<file path="config.mk">
export PLATFORM = sky130hd
export DESIGN_NAME = rv_pc_fetch_flat
export DESIGN_NICKNAME = d
export VERILOG_FILES = /design/src/rtl/rv_pc_fetch_if.sv /design/src/rtl/rv_pc_fetch.sv /design/src/flat_wrapper.sv
export SDC_FILE = /design/constraint.sdc
export NUM_CORES = 1
export LEC_CHECK = 0
export ABC_AREA = 0
export CORE_MARGIN = 2
export CORE_UTILIZATION = 38
export CTS_CLUSTER_SIZE = 25
export DETAILED_ROUTE_END_ITERATION = 8
export GPL_ROUTABILITY_DRIVEN = 0
export GPL_TIMING_DRIVEN = 0
export PLACE_DENSITY = 0.87
export SYNTH_ARGS = -nofsm -noshare
export SYNTH_HDL_FRONTEND = slang
export SYNTH_SLANG_ARGS = --single-unit
</file>
<file path="constraint.sdc">
create_clock -name clk -period 2.15 [get_ports clk]
set_input_delay 0.3225 -clock clk [delete_from_list [all_inputs] [get_ports clk]]
set_output_delay 0.3225 -clock clk [all_outputs]
set_load 0.01 [all_outputs]
</file>
<file path="src/rtl/rv_pc_fetch_if.sv">
// Instruction-memory request/response bus between the fetch sequencer (master)
// and instruction memory (slave). Single outstanding request.
interface rv_pc_fetch_if #(
    parameter int ADDR_W = 32
);
    logic              imem_req;
    logic [ADDR_W-1:0] imem_addr;
    logic              imem_gnt;
    logic              imem_rvalid;
    logic [31:0]       imem_rdata;

    modport master (
        output imem_req, imem_addr,
        input  imem_gnt, imem_rvalid, imem_rdata
    );

    modport slave (
        input  imem_req, imem_addr,
        output imem_gnt, imem_rvalid, imem_rdata
    );
endinterface

</file>
<file path="src/rtl/rv_pc_fetch.sv">
// PC register and single-outstanding instruction-fetch sequencer.
// Optional performance counters enabled by defining RV_PC_FETCH_PERF_EN.
module rv_pc_fetch #(
    parameter logic [31:0] RESET_PC = 32'h0000_0000,
    parameter int          ADDR_W   = 32
) (
    input  logic                clk,
    input  logic                rst_n,
    input  logic [ADDR_W-1:0]   nextpc,
    input  logic                pc_update,
    output logic [ADDR_W-1:0]   pc,
    rv_pc_fetch_if.master       imem,
    output logic                inst_valid,
    output logic [31:0]         inst,
    output logic                fetch_err,
    output logic [31:0]         perf_fetch_cnt,
    output logic [31:0]         perf_stall_cnt
);

    typedef enum logic [1:0] {
        S_REQ   = 2'd0,
        S_WAIT  = 2'd1,
        S_VALID = 2'd2,
        S_ERR   = 2'd3
    } state_t;

    state_t state;

    // Request is a pure decode of state; address is the PC itself, so it
    // cannot move while a request is pending.
    assign imem.imem_req  = (state == S_REQ);
    assign imem.imem_addr = pc;

    always_ff @(posedge clk) begin
        if (!rst_n) begin
            state      <= S_REQ;
            pc         <= ADDR_W'(RESET_PC);
            inst       <= '0;
            inst_valid <= 1'b0;
            fetch_err  <= 1'b0;
        end else begin
            case (state)
                S_REQ: begin
                    if (imem.imem_gnt) state <= S_WAIT;
                end
                S_WAIT: begin
                    if (imem.imem_rvalid) begin
                        inst       <= imem.imem_rdata;
                        inst_valid <= 1'b1;
                        state      <= S_VALID;
                    end
                end
                S_VALID: begin
                    if (pc_update) begin
                        inst_valid <= 1'b0;
                        if (nextpc[1:0] == 2'b00) begin
                            pc    <= nextpc;
                            state <= S_REQ;
                        end else begin
                            // Misaligned target is fatal until reset; PC keeps
                            // the faulting instruction's address.
                            fetch_err <= 1'b1;
                            state     <= S_ERR;
                        end
                    end
                end
                S_ERR: begin
                    inst_valid <= 1'b0;
                    fetch_err  <= 1'b1;
                end
                default: state <= S_REQ;
            endcase
        end
    end

`ifdef RV_PC_FETCH_PERF_EN
    logic fetch_evt, stall_evt;

    assign fetch_evt = (state == S_WAIT) &&  imem.imem_rvalid;
    assign stall_evt = ((state == S_REQ)  && !imem.imem_gnt) ||
                       ((state == S_WAIT) && !imem.imem_rvalid);

    always_ff @(posedge clk) begin
        if (!rst_n) begin
            perf_fetch_cnt <= '0;
            perf_stall_cnt <= '0;
        end else begin
            if (fetch_evt) perf_fetch_cnt <= perf_fetch_cnt + 32'd1;
            if (stall_evt) perf_stall_cnt <= perf_stall_cnt + 32'd1;
        end
    end
`else
    assign perf_fetch_cnt = '0;
    assign perf_stall_cnt = '0;
`endif

endmodule

</file>
<file path="src/flat_wrapper.sv">
// flat-port wrapper written by rule: the top's interface ports become plain ports
module rv_pc_fetch_flat 
#(
    parameter logic [31:0] RESET_PC = 32'h0000_0000,
    parameter int          ADDR_W   = 32
)
  (clk, rst_n, nextpc, pc_update, pc, inst_valid, inst, fetch_err, perf_fetch_cnt, perf_stall_cnt, imem_imem_req, imem_imem_addr, imem_imem_gnt, imem_imem_rvalid, imem_imem_rdata);
  rv_pc_fetch_if #(.ADDR_W(ADDR_W)) imem_i ();
  input  logic clk;
  input  logic rst_n;
  input  logic [ADDR_W-1:0] nextpc;
  input  logic pc_update;
  output logic [ADDR_W-1:0] pc;
  output logic inst_valid;
  output logic [31:0] inst;
  output logic fetch_err;
  output logic [31:0] perf_fetch_cnt;
  output logic [31:0] perf_stall_cnt;
  output wire logic [$bits(imem_i.imem_req)-1:0] imem_imem_req;
  output wire logic [$bits(imem_i.imem_addr)-1:0] imem_imem_addr;
  input wire logic [$bits(imem_i.imem_gnt)-1:0] imem_imem_gnt;
  input wire logic [$bits(imem_i.imem_rvalid)-1:0] imem_imem_rvalid;
  input wire logic [$bits(imem_i.imem_rdata)-1:0] imem_imem_rdata;
  assign imem_imem_req = imem_i.imem_req;
  assign imem_imem_addr = imem_i.imem_addr;
  assign imem_i.imem_gnt = imem_imem_gnt;
  assign imem_i.imem_rvalid = imem_imem_rvalid;
  assign imem_i.imem_rdata = imem_imem_rdata;
  rv_pc_fetch #(.RESET_PC(RESET_PC), .ADDR_W(ADDR_W)) u_core (.clk(clk), .rst_n(rst_n), .nextpc(nextpc), .pc_update(pc_update), .pc(pc), .imem(imem_i), .inst_valid(inst_valid), .inst(inst), .fetch_err(fetch_err), .perf_fetch_cnt(perf_fetch_cnt), .perf_stall_cnt(perf_stall_cnt));
endmodule
</file>
Word level (Yosys, flattened, before mapping):

Index checks and enable logic that the tools add are counted.
Widths: inputs -> output; s select.

* bits in writable memories: 0
* register bits after elaboration: 68
* output and inout bits: 163
* memories: 0
* latch bits: 0
* input bits: 69
* memory bits (read-only): 0

* mux-type cells: 11
* reductions and logical operators: 10
* order comparisons: 0
* $add $sub $neg: 0
* shift-type cells: 0
* divide/modulo/power cells: 0
* bitwise gates (word level): 0
* equal/unequal tests: 7
* multipliers: 0

Operators by type and width (count)
* $reduce_and 3->1: 3
* $mux 2: 4
* $ne 2x2->1 const B: 3
* $pmux 2 s3: 1
* $reduce_bool 3->1: 2
* $eq 2x2->1 const B: 2
* $logic_not 2->1: 2
* $mux 1: 4
* $reduce_and 4->1: 1
* $pmux 1 s3: 1
* $eq 2x1->1 const B: 1
* $ne 2x1->1 const B: 1
* $pmux 1 s2: 1
* $reduce_and 2->1: 1
* $reduce_bool 2->1: 1

Longest topological paths before layout:

Gate-level depths: netlist (run 1).

* depth after elaboration: 4
* gate-level depth with buffers: 7

Least setup slack after synthesis (run 1):

Ideal clock, no wire load.

* path type: flip-flop to flip-flop
* from: register u_core.state[1]
* to: register u_core.inst[10]
* library setup time: 0.132 ns
* stages on the path, launching flop included: 8
* setup slack: 0.842 ns
* buffers on the path: 2
* arrival time: 1.176 ns
* path through: dfxtp_1 inv_1 ha_1 and2_1 buf_2 buf_4 nand2_1 a21oi_1

* longest elaborated chain between the ends: 2

Ends and longest elaborated chain
* start: declaration: RTL line rv_pc_fetch.sv:27 `state_t state;`
* start signal: assignment: RTL line rv_pc_fetch.sv:36 `state <= S_REQ;`
* start signal: assignment: RTL line rv_pc_fetch.sv:44 `if (imem.imem_gnt) state <= S_WAIT;`
* start signal: assignment: RTL line rv_pc_fetch.sv:50 `state <= S_VALID;`
* $eq 2x1->1: RTL line rv_pc_fetch.sv:42 `case (state)`
* $reduce_and 2->1 (no line)
* end signal: assignment: RTL line rv_pc_fetch.sv:48 `inst <= imem.imem_rdata;`
* end: declaration: RTL line rv_pc_fetch.sv:14 `output logic [31:0] inst,`

Every way passes these cells.
A chain may end at the register's enable or synchronous reset.

Final worst setup path (run 1):

* from: register u_core.state[0]
* to: output port imem_imem_req

* longest elaborated chain between the ends: 1

Ends and longest elaborated chain
* $logic_not 2->1: RTL line rv_pc_fetch.sv:31 `assign imem.imem_req = (state == S_REQ);`
* end: declaration: RTL line flat_wrapper.sv:19 `output wire logic [$bits(imem_i.imem_req)-1:0] imem_imem_req;`

Every way passes these cells.

==> impl_results.md, run 1 <==
- CTS tree: built
- Worst vdd ir: 0.348 mV
- Clock-pin slew on the worst setup and hold paths: about 0.070 ns
- Number of synthesized flops with an enable pin: 0
- CTS Hold Bufs: 0
- Endpoints failing hold: 0
- Cell breakdown of the critical path: inv_1 > ha_1 > clkdlybuf4s50_1
- Initial Utilization: 39.3%
- Async SR Flop Fraction: 0%
- Via count: about 3200
- Largest net degree at the start of global routing: 12
- Fmax: between 500 and 600 MHz
- Final period util: between 80 and 90%
- Least-Margin Pin Slew: between 0.5 and 0.6 ns
- Sequential-to-total area share from yosys stat: 41.9%
- Num ports: around 230
- Status: finished, final reports clean
- Clock buffer depth: 2
- Die Y: 96.5 µm
- Syn Inst Count: 406
- Area Growth Syn to Fin: 68.7%
- Worst setup path class: reg -> out
- Share of the synthesized area in the top cell type: between 40% and 50%
- Via count of the first global-routing pass: ~3000
- Critical path's largest stage delay: approximately 0.55 ns
- Cell area after synthesis: about 3200 µm²
- Core area: 8260 µm²
- CTS root buf: clkbuf_8
- Register area: 1360 µm²
- Post-DP HPWL: between 7 and 8 mm
- Crit Path Max Fanout: 4
- Yosys warns: 0
- DR WL/cell: around 12 µm
- Crit-path slowest cell: clkdlybuf4s50_1
- Fin crit period: between 1.5 and 2 ns
- DRT Pass-1 Iters: 4
- First-pass GRT wire length: roughly 14 mm
- Max Cap Viol: 0
- Crit path launch type: register
- Max-slew violations: 0
- Drt drc: 0
- Share of cells above drive strength 1: approximately a fifth
- Die X: approximately 96 µm
- Worst Hold Class: reg -> reg
- Worst Path Required: between 1.5 and 2 ns
- DP Area: approximately 5300 µm²
- Avg Vias per Cell: 4.20
- Unrepaired setup endpoints after global routing: false
- CTS buffer count: 9
- Row count: 33
- Overall Power: 0.00319 W
- Setup TNS: 0 ns
- Final setup vio count: 0
- Post_cts resized: 0
- Footprint of the multi-input gates: roughly 1300 µm²
- Worst EP arrival: around 1.6 ns
- Normalized max-slew margin: between 60% and 70%
- Most common flop cell mapped by yosys: dfxtp_1
- Post-Route WL: around 9 mm
- Leak: around 2.3 nW
- Synth top cells by count: nand2_1 (126), buf_4 (99), dfxtp_1 (68), a21oi_1 (63), buf_2 (7)
- DRT antenna net count: 0
- Setup Skew: 0.00912 ns
- Clock sinks: 68
- Synth unique cells: 27
- Core Util, Final: about two thirds
- Top-count cell post-synth: nand2_1
- Total die area: around 9300 µm²
- Number of antenna diodes: 0
- H-tree depth: 3
- Setup repair bufs after CTS: 0
- Synth area leaders: dfxtp_1 (42%), buf_4 (23%), nand2_1 (15%)
- FILL cells: ~700
- Largest area contributor in the netlist: dfxtp_1
- #FFs+latches synth: roughly 70
- Crit. End Element: output pin
- Syn Area/Cell: ~8 µm²
- Power Dens Cells: a little under 600 nW/µm²
- Total GRT Usage: around a fifth
- IO Port Bufs: 167
- Fin nets: slightly above 700
- Clk Latency, worst-skew pair: approximately 0.33 ns
- Initial antenna violation count: 0
- Drt initial violations: 60
- Post-Layout Inst Area: 5480 µm²
- Global route total overflow: 0
==> registers in the layout, summed over array words and instances, names as in the netlist <==
| register | flops |
|---|---|
| u_core.fetch_err | 1 |
| u_core.imem.imem_addr | 32 |
| u_core.inst | 32 |
| u_core.inst_valid | 1 |
| u_core.state | 2 |
==> final timing paths <==
check                           slack (ns)            start                         to  cells past startpoint
worst min-delay path                  0.45   u_core.inst[7]             u_core.inst[7]                      2
worst max-delay path                  0.27  u_core.state[0]              imem_imem_req                      3
worst min register to register        0.45   u_core.inst[7]             u_core.inst[7]                      2
worst max register to register        0.61  u_core.state[0]  u_core.imem.imem_addr[16]                      6
==> layout make-up <==
cell class	instances	area share, %
timing repair buffer	167	30.5
sequential	68	24.8
multi-input combinational	282	23.3
buffer	115	15.2
clock buffer	12	2.65
tap	105	2.40
clock inverter	4	0.890
inverter	4	0.274
==> through the flow <==
stage	setup slack, ns	std cells	hold slack [ns]
5_1_grt	0.213	757	0.478
3_5_place_dp	0.359	741	0.447
2_1_floorplan	0.842	469	0.440
4_1_cts	0.256	757	0.455
6_report	0.274	757	0.454
3_3_place_gp	0.388	741	0.442
==> power by group <==
| part | leakage, nW | internal (W) | total [W] | switching (W) |
|---|---|---|---|---|
| Sequential | 0.551 | 0.00134 | 0.00138 | 0.0000452 |
| Clock | 0.100 | 0.000567 | 0.00103 | 0.000461 |
| Combinational | 1.67 | 0.000431 | 0.000782 | 0.000351 |
==> placed cells by master (no fill, tap or decap), drive strengths merged, types with 2 or more instances in the layout <==
cell type      instances
a21oi                 63
a41oi                  2
and3                   2
buf                  109
clkbuf                18
clkdlybuf4s50        167
clkinv                 3
conb                  64
dfxtp                 68
ha                     6
inv                    4
nand2                126
nand2b                 4
nor2                   2
nor2b                  2
==> critical path, delay by kind of cell (launching register included) <==
| family | cells | cell delay (ns) |
|---|---|---|
| buffers and inverters | 2 | 0.69 |
| DFF | 1 | 0.34 |
| adders and majority gates | 1 | 0.20 |
==> cells by family (layout without fill, tap and decap cells) <==
kind of cell	count (synthesis)	in the layout	share of synthesized area (%)
adders and majority gates	6	6	2.31
and+or+nand+nor	141	141	17.9
buffers and inverters	119	302	26.1
DFF	68	68	41.9
other	1	64	0.115
AOI/OAI and AO/OA	71	71	11.7
==> per-layer routing <==
| metal | up-vias | global-route usage, % | wire (µm) |
|---|---|---|---|
| li1 | 1612 | - | - |
| met1 | 1412 | 19.9 | 3310 |
| met2 | 135 | 36.1 | 4970 |
| met3 | 23 | 4.34 | 672 |
| met4 | 0 | 9.39 | 225 |
| met5 | - | 0 | 0 |
Power figures use the tool's default switching activity.
==> run 2: changes to the inputs <==
- SETUP_SLACK_MARGIN: unset -> 0.4
==> run 2 against run 1 <==
Clock power is essentially flat. Maximum frequency grew 12%. First-iteration DRC count grew 1.7%. Largest power group unchanged. Power shrank 0.11%. Critical path type unchanged. Hold slack is essentially flat. Core utilization is essentially flat. Register-to-register slack gained 0.03 ns. Sequential cell count is the same. Final area is essentially flat. Combinational power shrank 0.5%.
==> impl_results.md, run 2 (synthesis results as in run 1) <==
- Status: finished, final reports clean (unchanged)
- Least-Margin Pin Slew: 0.508 ns (about the same)
- Power Dens Cells: 581 nW/µm² (was 582 nW/µm²)
- Via count: 3186 (was 3182)
- Clock sinks: 68 (unchanged)
- Leak: 2.32 nW (about the same)
- Total GRT Usage: 19.2% (unchanged)
- Initial Utilization: 39.3% (unchanged)
- IO Port Bufs: 167 (unchanged)
- Die Y: 96.5 µm (unchanged)
- Row count: 33 (unchanged)
- Worst Hold Class: reg -> reg (unchanged)
- Crit path launch type: register (unchanged)
- Clock buffer depth: 2 (unchanged)
- CTS buffer count: 9 (unchanged)
- Max-slew violations: 0 (unchanged)
- Die X: 96.5 µm (unchanged)
- Final setup vio count: 0 (unchanged)
- Commonest cells after routing, fill and taps aside: clkdlybuf4s50_1 (166), nand2_1 (126), buf_4 (99) (was clkdlybuf4s50_1 (167), nand2_1 (126), buf_4 (99))
- Worst setup path class: reg -> out (unchanged)
- Most common cell after layout, fill and taps aside: clkdlybuf4s50_1 (unchanged)
- Normalized max-slew margin: 66.1% (about the same)
- Final period util: 77.9% (was 87.2%)
- Clk Latency, worst-skew pair: 0.33 ns (about the same)
- Post-Route WL: 9.19 mm (was 9.18 mm)
- Core area: 8260 µm² (unchanged)
- Total die area: 9310 µm² (unchanged)
- Area Growth Syn to Fin: 68.8% (was 68.7%)
- Setup Skew: 0.00903 ns (was 0.00912 ns)
- Drt drc: 0 (unchanged)
- Num ports: 232 (unchanged)
- CTS tree: built (unchanged)
- Share of cells above drive strength 1: 19.8% (was 19.3%)
- H-tree depth: 3 (unchanged)
- Unrepaired setup endpoints after global routing: false (unchanged)
- Worst vdd ir: 0.348 mV (about the same)
- Fin nets: 722 (unchanged)
- Initial antenna violation count: 0 (unchanged)
- Setup repair bufs after CTS: 0 (unchanged)
- DRT Pass-1 Iters: 6 (was 4)
- Endpoints failing hold: 0 (unchanged)
- Crit. End Element: output pin (unchanged)
- Drt initial violations: 61 (was 60)
- Max Cap Viol: 0 (unchanged)
- DRT antenna net count: 0 (unchanged)
- Post-DP HPWL: 7.43 mm (unchanged)
- Setup TNS: 0 ns (unchanged)
- Fmax: 597 MHz (was 533 MHz)
- Via count of the first global-routing pass: 3013 (unchanged)
- Routing usage on met2: 36.1% (unchanged)
- First-pass GRT wire length: 13.8 mm (unchanged)
- Worst EP arrival: 1.35 ns (was 1.55 ns)
- Met1 usage: 19.9% (unchanged)
- Post-Place Worst Slack: 0.359 ns (unchanged)
- Avg Vias per Cell: 4.21 (was 4.20)
- Clock-pin slew on the worst setup and hold paths: 0.08 ns (was 0.07 ns)
- Global route total overflow: 0 (unchanged)
- Met3 Usage GRT: 4.34% (unchanged)
- Setup ws final: 0.475 ns (was 0.274 ns)
- Worst Path Required: 1.83 ns (about the same)
- DR WL/cell: 12.1 µm (about the same)
- CTS root buf: clkbuf_8 (unchanged)
- Top Usage Layer GRT: met2 (unchanged)
- Crit Path Max Fanout: 3 (was 4)
- Number of antenna diodes: 0 (unchanged)
- Largest net degree at the start of global routing: 12 (unchanged)
- Fin crit period: 1.68 ns (was 1.88 ns)
## run 2: cell count changes in the layout (fill, tap and decap cells not counted), sizes merged
cell | before | now
clkdlybuf4s50 | 167 | 166
dlygate4sd2 | 0 | 1
## run 2: timing repair
action | CTS | global route
gates resized for setup | 2 | 2
setup endpoints to repair | 1 | 2
hold buffers | 0 | 0
## run 2: worst paths after layout
path,slack (ns),from,cells after the start,endpoint
hold reg to reg,0.45,u_core.inst[7],2,u_core.inst[7]
setup reg to reg,0.64,u_core.state[0],6,u_core.imem.imem_addr[16]
hold / removal,0.45,u_core.inst[7],2,u_core.inst[7]
setup / recovery,0.47,u_core.imem.imem_addr[17],2,pc[17]
## run 2: where the power goes
group,leakage [nW],total (W),switching (W),internal (W)
combinational,1.67,0.000778,0.000351,0.000426
clock,0.100,0.00103,0.000461,0.000567
sequential,0.552,0.00138,0.0000462,0.00134
## run 2: layout make-up
cell class / instances / area, µm²
multi-input combinational: 282 / 1270
inverter: 4 / 15.0
clock buffer: 12 / 145
sequential: 68 / 1360
clock inverter: 4 / 48.8
fill: 699 / 2770
buffer: 115 / 835
timing repair buffer: 167 / 1670
tap: 105 / 131
## run 2: worst max-delay path, stage by stage (launching register included)
cell,delay (ns)
dfxtp_1,0.36
buf_4,0.12
clkdlybuf4s50_1,0.54
## run 2: routing by layer
metal  up-vias  part of all wire (%)
li1       1612                     -
met1      1414                    36
met2       137                    54
met3        23                   7.4
met4         0                   2.4
met5         -                     0
## run 2: metrics by stage
| stage | hold WS [ns] | cells | area [µm²] | util [%] | power, W |
|---|---|---|---|---|---|
| after floorplan | 0.440 | 469 | 3490 | - | 0.00183 |
| after global placement | 0.442 | 741 | 5290 | 64.0 | 0.00216 |
| after detailed placement | 0.447 | 741 | 5290 | 64.0 | 0.00218 |
| after CTS | 0.455 | 757 | 5480 | 66.4 | 0.00321 |
| after global routing | 0.478 | 757 | 5480 | 66.4 | 0.00336 |
| final | 0.455 | 757 | 5480 | 66.4 | 0.00319 |
==> run 3: changes to the inputs <==
- CORE_UTILIZATION: 38 -> 32
- PLACE_DENSITY: 0.87 -> 0.78
- clock period: 2.15 -> 1.4 ns (I/O delays scaled with it)
==> run 3 against run 2 <==
Via count increased by 4.7%. Combinational power increased by 98%. Critical endpoint is now u_core.imem.imem_addr[10]. Global-route usage decreased by 1.0 points. Critical path type is now reg -> reg.
==> impl_results.md, run 3 (synthesis results as in run 1) <==
- Crit path launch type: register (unchanged)
- Core Util, Final: 65.5% (was 66.4%)
- Final setup vio count: 0 (unchanged)
- Most common cell after layout, fill and taps aside: buf_6 (was clkdlybuf4s50_1)
- Max-slew violations: 0 (unchanged)
- Leak: 2.88 nW (was 2.32 nW)
- Commonest cells after routing, fill and taps aside: buf_6 (144), nand2_1 (103), buf_4 (72) (was clkdlybuf4s50_1 (166), nand2_1 (126), buf_4 (99))
- Endpoints failing hold: 0 (unchanged)
- Post-Route WL: 10.7 mm (was 9.19 mm)
- Cell breakdown of the critical path: inv_6 > ha_4 > and4bb_4 > buf_6 > nand2_1 > a21oi_1 (was buf_4 > clkdlybuf4s50_1)
- DP Area: 5390 µm² (was 5290 µm²)
- Status: finished, final reports clean (unchanged)
- Fin crit period: around 1.4 ns
- CTS Hold Bufs: 0 (unchanged)
- Final period util: about 100%
- DRT Pass-1 Iters: 4 (was 6)
- Max Cap Viol: 0 (unchanged)
- Area Growth Syn to Fin: 97.9% (was 68.8%)
- Total die area: 11000 µm² (was 9310 µm²)
- Hold Slack: 0.413 ns (was 0.455 ns)
- IO Port Bufs: 167 (unchanged)
- Drt drc: 0 (unchanged)
- Clock-pin slew on the worst setup and hold paths: 0.08 ns (about the same)
- Via count of the first global-routing pass: 3193 (was 3013)
- Worst path bufs/invs: 2 (unchanged)
- Share of cells above drive strength 1: 55.8% (was 19.8%)
- Crit-path slowest cell: dfxtp_4 (was clkdlybuf4s50_1)
- Worst vdd ir: 0.457 mV (was 0.348 mV)
- CTS root buf: clkbuf_8 (unchanged)
- Initial antenna violation count: 0 (unchanged)
- Fin nets: 738 (was 722)
- Initial Utilization: 33.1% (was 39.3%)
- CTS buffer count: 9 (unchanged)
- DR WL/cell: 13.4 µm (was 12.1 µm)
- Post-Layout Inst Area: 6430 µm² (was 5480 µm²)
- CTS tree: built (unchanged)
- Setup Skew: 0.00491 ns (was 0.00903 ns)
- Worst Hold Class: in -> reg (was reg -> reg)
- Largest net degree at the start of global routing: 12 (unchanged)
- Delay-heaviest family, CP: simple AND/OR/NAND/NOR gates (was buffers and inverters)
- Core area: 9820 µm² (was 8260 µm²)
- Worst setup path class: reg -> reg (was reg -> out)
- Drt initial violations: 65 (was 61)
- Number of antenna diodes: 0 (unchanged)
- H-tree depth: 3 (unchanged)
- Global route total overflow: 0 (unchanged)
- Fmax: 722 MHz
- Die Y: 105 µm (was 96.5 µm)
- Avg Vias per Cell: 4.16 (was 4.21)
- DRT antenna net count: 0 (unchanged)
- Die X: 105 µm (was 96.5 µm)
- Post-DP HPWL: 7.55 mm (was 7.43 mm)
- Power Dens Cells: 855 nW/µm² (was 581 nW/µm²)
- Crit Path Max Fanout: 6 (was 3)
- Via count: 3335 (was 3186)
- First-pass GRT wire length: 15.8 mm (was 13.8 mm)
- Row count: 36 (was 33)
- Num ports: 232 (unchanged)
- Worst Path Required: 1.65 ns (was 1.83 ns)
- Worst EP arrival: 1.64 ns (was 1.35 ns)
- Clk Latency, worst-skew pair: 0.33 ns (about the same)
- Unrepaired setup endpoints after global routing: true (was false)
- Total GRT Usage: 18.2% (was 19.2%)
- Clock sinks: 68 (unchanged)
- Clock buffer depth: 2 (unchanged)
- Critical path's largest stage delay: 0.37 ns (was 0.54 ns)
- Crit. End Element: register (was output pin)
[run 3: changes by cell type in the layout (fill, tap and decap cells not counted), moves of 6 or more]
cell             delta
clkdlybuf4s50_1    -98
dfxtp_1            -66
buf_6             +141
a21oi_1            -22
nand2_1            -23
dfxtp_2            +54
nand2_2            +18
a21oi_2            +22
buf_4              -27
clkbuf_1            -6
buf_2               -6
dfxtp_4            +12
[run 3: layout make-up]
cell class / instances / area, µm²
buffer: 115 / 1040
multi-input combinational: 282 / 1550
fill: 760 / 3390
inverter: 4 / 22.5
clock buffer: 11 / 141
tap: 133 / 166
clock inverter: 5 / 75.1
timing repair buffer: 183 / 1960
sequential: 68 / 1480
[run 3: report_power, final]
part / leakage [nW] / internal (W) / total (W) / switching (W)
logic: 2.18 / 0.000885 / 0.00154 / 0.000660
registers: 0.587 / 0.00206 / 0.00216 / 0.000103
clock network: 0.113 / 0.00104 / 0.00179 / 0.000748
total: 2.88 / 0.00399 / 0.00550 / 0.00151
[run 3: per-layer routing]
metal	wire length (µm)	global-route usage, %
met3	524	3.81
met4	176	6.76
met2	6190	36.3
met1	3840	18.0
met5	0	0
[run 3: repair_timing]
action | 4_1_cts | 5_1_grt
resized for setup | 615 | 88
gates cloned | 5 | 2
setup endpoints to repair | 167 | 167
buffers inserted | 5 | 4
pin swaps | 6 | 12
[run 3: final timing paths]
| check | start | to | slack (ns) | cells past startpoint |
|---|---|---|---|---|
| worst max register to register | u_core.state[0] | u_core.imem.imem_addr[10] | 0.02 | 6 |
| worst min register to register | u_core.inst[9] | u_core.inst[9] | 0.46 | 2 |
| worst max-delay path | u_core.state[0] | u_core.imem.imem_addr[10] | 0.02 | 6 |
| worst min-delay path | nextpc[24] | u_core.imem.imem_addr[24] | 0.41 | 3 |
[run 3: worst min-delay path, stage by stage]
cell             delay [ns]
clkdlybuf4s50_1        0.39
nand2_1                0.06
a21oi_1                0.05
[run 3: metrics by stage]
| stage | cells | TNS [ns] | setup WS (ns) | power [W] |
|---|---|---|---|---|
| floorplan | 469 | 0 | 0.215 | 0.00287 |
| global placement | 769 | -12.34 | -0.276 | 0.00340 |
| detailed placement | 769 | -13.67 | -0.285 | 0.00343 |
| CTS | 795 | 0 | 0.0480 | 0.00540 |
| global route | 801 | -0.681 | -0.0446 | 0.00580 |
| finish | 801 | 0 | 0.0151 | 0.00550 |
==> RTL edit 1 (config.mk and constraints of run 1) <==
The 4 states of `state_t` get a one-hot encoding in 4 bits.
--- a/src/rtl/rv_pc_fetch.sv
+++ b/src/rtl/rv_pc_fetch.sv
@@ -17,11 +17,11 @@
     output logic [31:0]         perf_stall_cnt
 );
 
-    typedef enum logic [1:0] {
-        S_REQ   = 2'd0,
-        S_WAIT  = 2'd1,
-        S_VALID = 2'd2,
-        S_ERR   = 2'd3
+    typedef enum logic [3:0] {
+        S_REQ   = 4'b0001,
+        S_WAIT  = 4'b0010,
+        S_VALID = 4'b0100,
+        S_ERR   = 4'b1000
     } state_t;
 
     state_t state;
Formal check against the unedited RTL: same outputs for any inputs over 10 cycles, from zero or initial values and one cycle with rst_n low; not proved beyond that.
==> RTL edit 1 against run 1 <==
- maximum frequency is 6.2% lower
- worst setup slack worse by 0.12 ns
- area after synthesis is 6.2% higher
- via count is 1.2% higher
- wire length is 0.32% higher
- final cell count is 0.92% higher
- sequential power is 4% lower
- power is 8.9% lower
- design area is 3.9% higher
- sequential cell count is 2 higher
- combinational power is 48% lower
==> RTL edit 1: results (changes against run 1) <==
| Metric | Value |
|---|---|
| Outcome | `finished clean` |
| DR vias/cell | `4.21 (+0.27%)` |
| Filler cells | `752 (+7.7%)` |
| Maximum VDD drop | `329 uV (-5.5%)` |
| Synth cell count leaders | `nand2_1 (124), buf_4 (96), dfxtp_1 (70), a21boi_1 (47), a21boi_0 (16)` |
| Critical path arrival | `1.68 ns (+0.13 ns)` |
| Met2 Resource Use GR | `33.0% (-3.1 points)` |
| CP Max Fanout | `8 (+4)` |
| Layout cell share with drive strength beyond 1 | `19.5% (+0.19 points)` |
| Setup slack at placement | `0.365 ns (+0.00534 ns)` |
| Cells on worst reg2reg path | `5 (-1)` |
| Met1 Usage GRT | `19.1% (-0.72 points)` |
| Clock Skews | `0.0127 ns (+0.00357 ns)` |
| Seq/Total Area, Yosys | `40.6% (-1.3 points)` |
| FF-to-FF End | `u_core.imem.imem_addr[28]` |
| Worst-Skew Late Latency | `0.35 ns (+0.02 ns)` |
| Worst reg-to-reg setup slack | `0.72 ns (+0.11 ns)` |
| Global-route wire length before repair | `14300 um (+3.6%)` |
| Area contributors post-synth | `dfxtp_1 (41%), buf_4 (21%), nand2_1 (13%)` |
| Worst flop-to-flop path startpoint | `u_core.state[3]` |
| Starting DRT DRC Count | `84 (+40%)` |
| PortBufs | `166 (-0.60%)` |
| Met3 Usage GRT | `5.69% (+1.3 points)` |
| WHS Endpoint | `u_core.state[0]` |
| Placed insts | `748 (+0.94%)` |
| Hold Crit Class | `in -> reg` |
| Placed wire-length estimate | `7420 um (-0.14%)` |
-- RTL edit 1: cell count changes after synthesis, sizes merged, moves of 3 or more --
cell    delta
a21oi     -61
ha         -6
nand2b     -3
a21boi    +63
nor3b      +3
-- RTL edit 1: stage by stage --
stage	cell area, um^2	utilization, %	hold slack [ns]
after floorplan	3690	-	0.457
after global placement	5480	62.6	0.441
after detailed placement	5480	62.6	0.447
after CTS	5700	65.0	0.329
after global routing	5700	65.0	0.332
final	5700	65.0	0.334
-- RTL edit 1: metal layers --
layer	up-vias	share of wire, %
li1	1633	-
met1	1427	38
met2	138	51
met3	22	8.1
met4	0	2.7
met5	-	0
-- RTL edit 1: final cells by class --
type / count / area (um^2) / share of cell area (%)
plain buffers: 118 / 873 / 15.3
clock buffers: 12 / 145 / 2.55
clock inverters: 4 / 70.1 / 1.23
inverters: 3 / 11.3 / 0.198
multi-input cells: 283 / 1400 / 24.6
flip-flops and latches: 70 / 1400 / 24.6
well taps: 108 / 135 / 2.37
repair buffers: 166 / 1660 / 29.2
-- RTL edit 1: worst max path at each step --
stage	cells past startpoint	slack, ns	start	endpoint
CTS	3	0.13	u_core.state[3]	imem_imem_req
global route	3	0.05	u_core.state[3]	imem_imem_req
global placement	5	0.41	nextpc[0]	u_core.imem.imem_addr[1]
detailed placement	5	0.36	nextpc[0]	u_core.imem.imem_addr[1]
floorplan	5	0.90	u_core.state[3]	u_core.inst_valid
finish	3	0.15	u_core.state[3]	imem_imem_req
-- RTL edit 1: logic make-up after synthesis --
| group | after synthesis | synth area share (%) |
|---|---|---|
| flip-flops | 70 | 40.6 |
| other | 1 | 0.109 |
| AND/OR/NAND/NOR | 144 | 17.4 |
| AO/OA/AOI/OAI | 74 | 16.0 |
| XOR/XNOR | 1 | 0.254 |
| buffers and inverters | 121 | 25.6 |
-- RTL edit 1: power breakdown --
part	internal, mW	leakage [nW]	switching [mW]
registers	1.31	0.564	0.0104
logic	0.251	1.71	0.155
clock network	0.683	0.110	0.497
-- RTL edit 1: worst register-to-register path: stages (launching register included) --
cell	delay (ns)
dfxtp_1	0.38
nor3_2	0.26
nand4_1	0.23
buf_2	0.27
nand2_1	0.10
a21boi_1	0.08
==> RTL edit 2 (config.mk and constraints of run 1) <==
Made on the original files. Build with the macro `RV_PC_FETCH_PERF_EN` defined.
--- a/src/rtl/rv_pc_fetch.sv
+++ b/src/rtl/rv_pc_fetch.sv
@@ -1,5 +1,7 @@
 // PC register and single-outstanding instruction-fetch sequencer.
 // Optional performance counters enabled by defining RV_PC_FETCH_PERF_EN.
+`define RV_PC_FETCH_PERF_EN
+
 module rv_pc_fetch #(
     parameter logic [31:0] RESET_PC = 32'h0000_0000,
     parameter int          ADDR_W   = 32
Formal check against the unedited RTL: not equivalent (a bounded check fails within 4 cycles, from zero or initial values and one cycle with rst_n low).
==> RTL edit 2 against run 1 <==
- worst setup slack lost 0.21 ns
- die area rose by 71%
- area after synthesis rose by 75%
- power rose by 98%
- design area rose by 64%
- hold slack hardly changed
- sequential cell count rose by 64
- wire length grew 93%
- highest routed layer unchanged
- largest cell class unchanged
- critical path depth rose by 3
==> RTL edit 2: results (changes against run 1) <==
| Metric | Value |
|---|---|
| PortBufs | `231 (+38%)` |
| Fin worst setup slack | `0.0663 ns (-0.208 ns)` |
| Dpl cell area | `8230 um^2 (+56%)` |
| Routed wire length | `17700 um (+93%)` |
| GRT Resource Usage Total | `21.5% (+2.4 points)` |
| Slew HR | `60.1% (-6.0 points)` |
| Placed wire-length estimate | `13000 um (+75%)` |
| Cells on worst reg2reg path | `6 (unchanged)` |
| Placed insts | `1111 (+50%)` |
| Synth cell count leaders | `nand2_1 (154), dfxtp_1 (132), a21oi_1 (104), clkbuf_1 (34), buf_4 (32)` |
| Filler cells | `1200 (+72%)` |
| Primary FF master, synth | `dfxtp_1` |
| Setup slack at placement | `-0.563 ns (-0.922 ns)` |
| N_diodes | `0 (unchanged)` |
| Num CTS Buffers | `17 (+8)` |
| DR vias/cell | `5.18 (+23%)` |
| Layout cell share with drive strength beyond 1 | `10.9% (-8.4 points)` |
| Worst-Skew Late Latency | `0.41 ns (+0.08 ns)` |
| WHS | `0.454 ns (-0.000325 ns)` |
| CP Max Fanout | `10 (+6)` |
| Outcome | `finished clean` |
| Maximum VDD drop | `683 uV (+96%)` |
| Vias in the first global route | `5533 (+84%)` |
| Starting DRT DRC Count | `398 (+560%)` |
| Hold Crit Class | `reg -> reg` |
| Synth warnings | `0 (unchanged)` |
| First-pass DRT Iterations | `4 (unchanged)` |
| Post-layout net count | `1023 (+42%)` |
| Synth Net Count | `771` |
| PwrDens | `702 nW/um^2 (+21%)` |
| Area contributors post-synth | `dfxtp_1 (46%), nand2_1 (10%), a21oi_1 (9.2%)` |
| Antenna violations before repair | `0 (unchanged)` |
| Clock Root Buffer | `clkbuf_16` |
| Global-route wire length before repair | `28000 um (+100%)` |
| H-tree level count | `4 (+1)` |
| Seq/Total Area, Yosys | `46.5% (+4.6 points)` |
| Clock slew at the register clock pins of the worst setup and hold paths | `0.06 ns` |
| Gate Count Post-Synth | `696 (+71%)` |
| LEAKAGE | `3.06 nW (+32%)` |
| Largest net degree at the start of global routing | `17 (+5)` |
| Asr flop ratio synth | `0% (unchanged)` |
| Clock Skews | `0.00712 ns (-0.00200 ns)` |
| Clock tree buffer depth | `2 (unchanged)` |
| Post-synth cell types | `36 (+33%)` |
| WHS Path Cells | `2 (unchanged)` |
| Vias | `5929 (+86%)` |
[RTL edit 2: cell families after synthesis]
family	after synthesis	share of synthesized area, %
AO/OA/AOI/OAI	164	16.4
XOR/XNOR	17	2.62
adder cells (fa/ha/maj)	6	1.32
buffers and inverters	85	7.94
flip-flops	132	46.5
multiplexers	3	0.528
AND/OR/NAND/NOR	289	24.7
[RTL edit 2: repair_timing]
action,CTS,global route
pin swaps,2,1
hold endpoints to repair,0,0
setup buffers,2,2
hold buffers,0,0
resized for setup,21,34
setup endpoints to repair,41,34
gates cloned,0,0
[RTL edit 2: worst paths after layout]
kind,from,end
min,u_core.inst[28],u_core.inst[28]
max,u_core.perf_fetch_cnt[20],u_core.perf_fetch_cnt[30]
min reg2reg,u_core.inst[28],u_core.inst[28]
max reg2reg,u_core.perf_fetch_cnt[20],u_core.perf_fetch_cnt[30]
[RTL edit 2: per-layer routing]
layer  up-vias  part of all wire [%]  track usage, %
li1       2914                     -               -
met1      2800                    43            27.3
met2       198                    49            35.2
met3        17                   6.6            6.79
met4         0                   1.6            6.72
met5         -                     0               0
[RTL edit 2: critical path: stages (launching register included)]
cell and delay, ns:
dfxtp_1 0.42, nand4_4 0.15, or4_1 0.57, buf_2 0.19, buf_6 0.15, or4_1 0.39
a21oi_1 0.14
[RTL edit 2: final cells by class]
class	instances	area share, %
timing repair buffer	235	26.0
multi-input combinational	479	30.0
clock inverter	9	1.11
tap	184	2.56
inverter	11	0.459
buffer	72	4.88
clock buffer	23	5.53
sequential	132	29.5
[RTL edit 2: report_power, final]
part	switching (mW)	internal, mW	total [mW]
sequential	0.0701	2.54	2.61
combinational	0.394	0.418	0.812
clock	1.04	1.85	2.90
total	1.51	4.81	6.32
